## config.mk

```make
export PLATFORM = sky130hd
export DESIGN_NAME = rf_write_arbiter
export DESIGN_NICKNAME = d
export VERILOG_FILES = /design/src/rtl/rf_write_arbiter_pkg.sv /design/src/rtl/rf_write_arbiter_scoreboard.sv /design/src/rtl/rf_write_arbiter.sv
export SDC_FILE = /design/constraint.sdc
export NUM_CORES = 1
export LEC_CHECK = 0
export ABC_AREA = 1
export ABC_CLOCK_PERIOD_IN_PS = 1900
export BUFFER_PORTS_ARGS = -buffer_cell sky130_fd_sc_hd__buf_2
export CAP_MARGIN = 20
export CORE_MARGIN = 2
export CORE_UTILIZATION = 25
export CTS_CLUSTER_SIZE = 8
export DETAILED_ROUTE_END_ITERATION = 8
export GPL_ROUTABILITY_DRIVEN = 1
export PLACE_DENSITY = 0.52
export SYNTH_ARGS = -nofsm -noshare
export SYNTH_HDL_FRONTEND = slang
export SYNTH_SLANG_ARGS = --single-unit
```

## constraint.sdc

```tcl
create_clock -name clk -period 1.9 [get_ports clk]
set_input_delay 0.38 -clock clk [delete_from_list [all_inputs] [get_ports clk]]
set_output_delay 0.38 -clock clk [all_outputs]
set_load 0.05 [all_outputs]
```

## src/rtl/rf_write_arbiter_pkg.sv

```systemverilog
// Shared constants and grant encoding for the register-file write arbiter.
package rf_write_arbiter_pkg;

  localparam int ADDR_W   = 5;
  localparam int DATA_W   = 32;
  localparam int ZERO_REG = 0;

  typedef enum logic [1:0] {
    GNT_NONE = 2'd0,
    GNT_0    = 2'd1,
    GNT_1    = 2'd2
  } gnt_e;

endpackage

```

## src/rtl/rf_write_arbiter_scoreboard.sv

```systemverilog
// Pending-write scoreboard: one bit per register reserved by the
// long-latency unit, with conflict detection and source hazard lookup.
module rf_scoreboard #(
  parameter int ADDR_W = rf_write_arbiter_pkg::ADDR_W
) (
  input  logic                    clk,
  input  logic                    rst_n,
  input  logic                    rsv_valid,
  input  logic [ADDR_W-1:0]       rsv_addr,
  input  logic                    clr_valid,
  input  logic [ADDR_W-1:0]       clr_addr,
  input  logic [ADDR_W-1:0]       rs1_addr,
  input  logic [ADDR_W-1:0]       rs2_addr,
  output logic [(1<<ADDR_W)-1:0]  pending,
  output logic                    hazard,
  output logic                    rsv_conflict
);
  import rf_write_arbiter_pkg::*;

  logic [(1<<ADDR_W)-1:0] set_vec;
  logic [(1<<ADDR_W)-1:0] clr_vec;
  logic [(1<<ADDR_W)-1:0] pend_p1;
  logic                   conf_p1;
  logic                   rsv_hit;

  // Build one-hot set/clear masks; x0 is never reserved.
  always_comb begin
    set_vec = '0;
    clr_vec = '0;
    if (rsv_valid && (rsv_addr != ADDR_W'(ZERO_REG))) set_vec[rsv_addr] = 1'b1;
    if (clr_valid) clr_vec[clr_addr] = 1'b1;
  end

  assign rsv_hit = rsv_valid && pend_p1[rsv_addr];

  // Bitmap update: clear first, then set, so a same-cycle set wins.
  always_ff @(posedge clk or negedge rst_n) begin
    if (!rst_n) begin
      pend_p1 <= '0;
      conf_p1 <= 1'b0;
    end else begin
      pend_p1 <= (pend_p1 & ~clr_vec) | set_vec;
      conf_p1 <= rsv_hit;
    end
  end

  assign pending      = pend_p1;
  assign rsv_conflict = conf_p1;
  assign hazard       = pend_p1[rs1_addr] | pend_p1[rs2_addr];

endmodule

```

## src/rtl/rf_write_arbiter.sv

```systemverilog
// Two-requester arbiter for the register file write port, with
// starvation protection for the long-latency requester and a
// registered write stage driving we/a3/wd3.
module rf_write_arbiter #(
  parameter int ADDR_W   = rf_write_arbiter_pkg::ADDR_W,
  parameter int DATA_W   = rf_write_arbiter_pkg::DATA_W,
  parameter int MAX_WAIT = 4
) (
  input  logic                    clk,
  input  logic                    rst_n,
  input  logic                    req0_valid,
  input  logic [ADDR_W-1:0]       req0_addr,
  input  logic [DATA_W-1:0]       req0_data,
  output logic                    req0_ready,
  input  logic                    req1_valid,
  input  logic [ADDR_W-1:0]       req1_addr,
  input  logic [DATA_W-1:0]       req1_data,
  output logic                    req1_ready,
  input  logic                    rsv_valid,
  input  logic [ADDR_W-1:0]       rsv_addr,
  input  logic [ADDR_W-1:0]       rs1_addr,
  input  logic [ADDR_W-1:0]       rs2_addr,
  output logic                    hazard,
  output logic [(1<<ADDR_W)-1:0]  pending,
  output logic                    rsv_conflict,
  output logic                    we,
  output logic [ADDR_W-1:0]       a3,
  output logic [DATA_W-1:0]       wd3
);
  import rf_write_arbiter_pkg::*;

  gnt_e              gnt;
  logic [3:0]        starve_cnt;
  logic              xfer;
  logic              xfer1;
  logic [ADDR_W-1:0] sel_addr;
  logic [DATA_W-1:0] sel_data;
  logic              we_p1;
  logic [ADDR_W-1:0] a3_p1;
  logic [DATA_W-1:0] wd3_p1;

  // Denial counter increment, saturating at the forced-grant threshold.
  function automatic logic [3:0] sat_inc(input logic [3:0] cnt);
    if (cnt >= 4'(MAX_WAIT)) return 4'(MAX_WAIT);
    return cnt + 4'd1;
  endfunction

  // Grant priority: starved requester 1, then core writeback, then requester 1.
  always_comb begin
    gnt = GNT_NONE;
    if (!rst_n)                                        gnt = GNT_NONE;
    else if (req1_valid && (starve_cnt == 4'(MAX_WAIT))) gnt = GNT_1;
    else if (req0_valid)                               gnt = GNT_0;
    else if (req1_valid)                               gnt = GNT_1;
  end

  assign req0_ready = (gnt == GNT_0);
  assign req1_ready = (gnt == GNT_1);
  assign xfer       = (gnt != GNT_NONE);
  assign xfer1      = (gnt == GNT_1);

  // Route the granted requester onto the write stage inputs.
  always_comb begin
    sel_addr = req0_addr;
    sel_data = req0_data;
    if (gnt == GNT_1) begin
      sel_addr = req1_addr;
      sel_data = req1_data;
    end
  end

  // Count consecutive denials of requester 1; any idle or granted cycle restarts it.
  always_ff @(posedge clk or negedge rst_n) begin
    if (!rst_n) begin
      starve_cnt <= 4'd0;
    end else if (!req1_valid || xfer1) begin
      starve_cnt <= 4'd0;
    end else begin
      starve_cnt <= sat_inc(starve_cnt);
    end
  end

  // Write stage: capture the transfer; x0 writes are accepted but not enabled.
  always_ff @(posedge clk or negedge rst_n) begin
    if (!rst_n) begin
      we_p1  <= 1'b0;
      a3_p1  <= '0;
      wd3_p1 <= '0;
    end else if (xfer) begin
      we_p1  <= (sel_addr != ADDR_W'(ZERO_REG));
      a3_p1  <= sel_addr;
      wd3_p1 <= sel_data;
    end else begin
      we_p1  <= 1'b0;
    end
  end

  assign we  = we_p1;
  assign a3  = a3_p1;
  assign wd3 = wd3_p1;

  rf_scoreboard #(
    .ADDR_W(ADDR_W)
  ) u_scoreboard (
    .clk          (clk),
    .rst_n        (rst_n),
    .rsv_valid    (rsv_valid),
    .rsv_addr     (rsv_addr),
    .clr_valid    (xfer1),
    .clr_addr     (req1_addr),
    .rs1_addr     (rs1_addr),
    .rs2_addr     (rs2_addr),
    .pending      (pending),
    .hazard       (hazard),
    .rsv_conflict (rsv_conflict)
  );

endmodule

```

==> results.json <==
{
  "io_pins": 168,
  "met3_usage": 0.0519,
  "worstPathArrival_ns": 1.54,
  "rsz0062_at_grt": "yes",
  "fin_worst_skew_ns": 0.00659,
  "gp_congestion": 0.884,
  "use_met1": 0.244,
  "cap_violations": 0,
  "drive_gt1_frac": 0.313,
  "finalCritPeriodShare": 1.01,
  "p_leak_nw": 3.14,
  "layout.core_utilization": 0.355,
  "cts_root_buf": "clkbuf_16",
  "synth_area_mm2": 0.00444,
  "power_mw": 5.97,
  "run_status": "finished, violations left",
  "area_delta_synth_final_pct": 38.9,
  "grt_busiest_layer": "met2",
  "hold_path.startpoint": "req1_data[13]",
  "r2r_setup_slack_ns": 0.13,
  "dp_worst_setup_slack_ns": -0.0324,
  "cts_tree": "done",
  "max_slew_margin": 0.342,
  "max_slew.worst_pin.slew_ns": 0.987,
  "grt_pass1_wl_um": 26400,
  "clockBufferDepth": 2,
  "dp_hpwl_um": 12400,
  "cp-end-kind": "primary output",
  "drt-pass1-iter-count": 5,
  "violations": "negative setup slack",
  "start_util": 0.256,
  "n_fill_cell": 1908,
  "layout.nets": 928,
  "syn_inst": 644,
  "postRouteAntennaNets": 0,
  "wl_per_cell_um": 15.6,
  "clk_latency_ns": 0.34,
  "vias_per_cell": 4.81,
  "ys_ff_latch": 75,
  "grtUsageTotal": 0.181,
  "slew_viol_final": 0,
  "die_w_um": 137,
  "vias": 5117,
  "post-place-cells": 1032,
  "fp-row-count": 48,
  "synth_top_area_share": 0.423,
  "ctsHoldBuffers": 0,
  "drcViolationCount": 0,
  "clock-sinks": 75,
  "finalHoldViolCount": 0,
  "p_per_area_mw_per_mm2": 968,
  "core_area_mm2": 0.0174,
  "hold_slack_ns": 0.290,
  "cts_buffers": 9,
  "synth_area_per_cell_um2": 6.89,
  "numPortBuffers": 167,
  "drt_wl_total_um": 16600,
  "htree_levels": 3,
  "r2r_cells": 11,
  "cp_data_required_time_ns": 1.52,
  "grt_use_met2": 0.282,
  "path_class": "reg -> out",
  "seq_area_mm2": 0.00189,
  "syn-num-nets": 740,
  "dieHeight_um": 137,
  "min_period_ns": 1.92,
  "synth.yosys.seq_area_share": 0.423,
  "antenna_found_initial": 1,
  "start_kind": "register",
  "hold_depth": 3,
  "critPathMaxFanout": 4,
  "synth_cell_type_count": 28,
  "path_clk_slew_ns": 0.06,
  "ir_drop_v": 0.000420,
  "final-setup-viol-count": 1,
  "overflow": 0,
  "ys_warn_count": 0,
  "rr_endpoint": "u_scoreboard.pending[24]$_DFF_PN0_",
  "grt_pass1_vias": 4851,
  "drtIter0Drc": 276,
  "max_freq_ghz": 0.520,
  "instances_no_fill": 1063,
  "synth.area.top_cells": "dfrtp_1 42%, nand2_1 16%, nand3_1 7.6%",
  "grt_max_degree": 76,
  "yosys.area.top_type": "dfrtp_1",
  "multiInputGateArea_mm2": 0.00222,
  "hold_path.class": "in -> reg",
  "r2r_start": "starve_cnt[1]$_DFF_PN0_",
  "die_area_mm2": 0.0188,
  "setup_ws_ns": -0.0235,
  "hold_path_end": "wd3[13]$_DFFE_PN0P_"
}
## through the flow
step / area, um^2 / TNS, ns
2_1_floorplan: 4440 / 0
3_3_place_gp: 5630 / -0.0134
3_5_place_dp: 5630 / -0.0324
4_1_cts: 6060 / -0.0519
5_1_grt: 6160 / -0.218
6_report: 6170 / -0.0235
## cells in the mapped netlist, drive strengths merged
master  instances
nor2           45
clkinv          1
o32ai           3
clkbuf          3
o211ai          2
buf            24
o21ai          80
ha              2
dfrtp          75
nand2         194
nand3          67
nand4           1
conb            1
nor3           29
or2             1
o22ai          13
a21boi          1
o31ai           1
nand3b          1
a21oi          33
inv            67
## flip-flops by register name, summed over array words and instances (netlist names)
register / count
a3: 5
starve_cnt: 4
u_scoreboard.pending: 32
u_scoreboard.rsv_conflict: 1
wd3: 32
we: 1
## cells by family (layout without fill, tap and decap cells)
kind of cell             Yosys count  count (layout)  share of synthesized area
AND/OR/NAND/NOR                  338             338                      0.319
AO/OA/AOI/OAI                    133             133                      0.160
buffers and inverters             95             288                     0.0916
flip-flops                        75              75                      0.423
adder cells (fa/ha/maj)            2               2                    0.00564
other                              1               2                   0.000845
## cells in the final DEF, fill, tap and decap left out, types with 29 or more instances in the layout
cell,count
inv_1,53
dfrtp_1,64
buf_4,31
a21oi_1,33
nor2_1,44
buf_2,163
o21ai_0,41
nand2_1,187
o21ai_1,37
nor3_1,29
nand3_1,62
## power breakdown
| part | leakage, nW | internal, mW | switching [mW] | total (mW) |
|---|---|---|---|---|
| Clock | 0.136 | 1.03 | 0.706 | 1.73 |
| Sequential | 0.850 | 1.84 | 0.237 | 2.08 |
| Combinational | 2.15 | 0.591 | 1.57 | 2.16 |
## critical path, stage by stage (launching register included)
cell and delay (ns):
dfrtp_1 0.43, inv_1 0.13, nand2_1 0.06, nand3_1 0.06, nand3_1 0.07, nand3_1 0.09
nand3_1 0.08, nand2_2 0.08, nand2_2 0.06, buf_8 0.15
## how the worst max path moves through the flow
| stage | start | to | slack [ns] |
|---|---|---|---|
| 2_1_floorplan | rs2_addr[0] | hazard | 0.08 |
| 3_3_place_gp | rs1_addr[0] | hazard | -0.01 |
| 3_5_place_dp | rs1_addr[0] | hazard | -0.03 |
| 4_1_cts | u_scoreboard.pending[24]$_DFF_PN0_ | hazard | -0.04 |
| 5_1_grt | u_scoreboard.pending[6]$_DFF_PN0_ | hazard | -0.12 |
| 6_report | u_scoreboard.pending[30]$_DFF_PN0_ | hazard | -0.02 |
## final cells by class
type | count | share of cell area
Antenna cell | 1 | 0.000406
Tap cell | 225 | 0.0456
Clock inverter | 5 | 0.0101
Inverter | 68 | 0.0432
Clock buffer | 11 | 0.0377
Multi-Input combinational cell | 474 | 0.361
Sequential cell | 75 | 0.307
Timing Repair Buffer | 204 | 0.196
## layer usage
layer  routed length, um  vias up  part of all wire
li1                    -     2496                 -
met1                7490     2391              0.45
met2                7510      210              0.45
met3                1370       20             0.082
met4                 215        0             0.013
met5                   0        -                 0
## repair_timing
action	4_1_cts	5_1_grt
setup endpoints to repair	3	14
gates resized for setup	24	37
setup buffers	9	5
pin swaps	7	15
(Power assumes the default switching activity.)
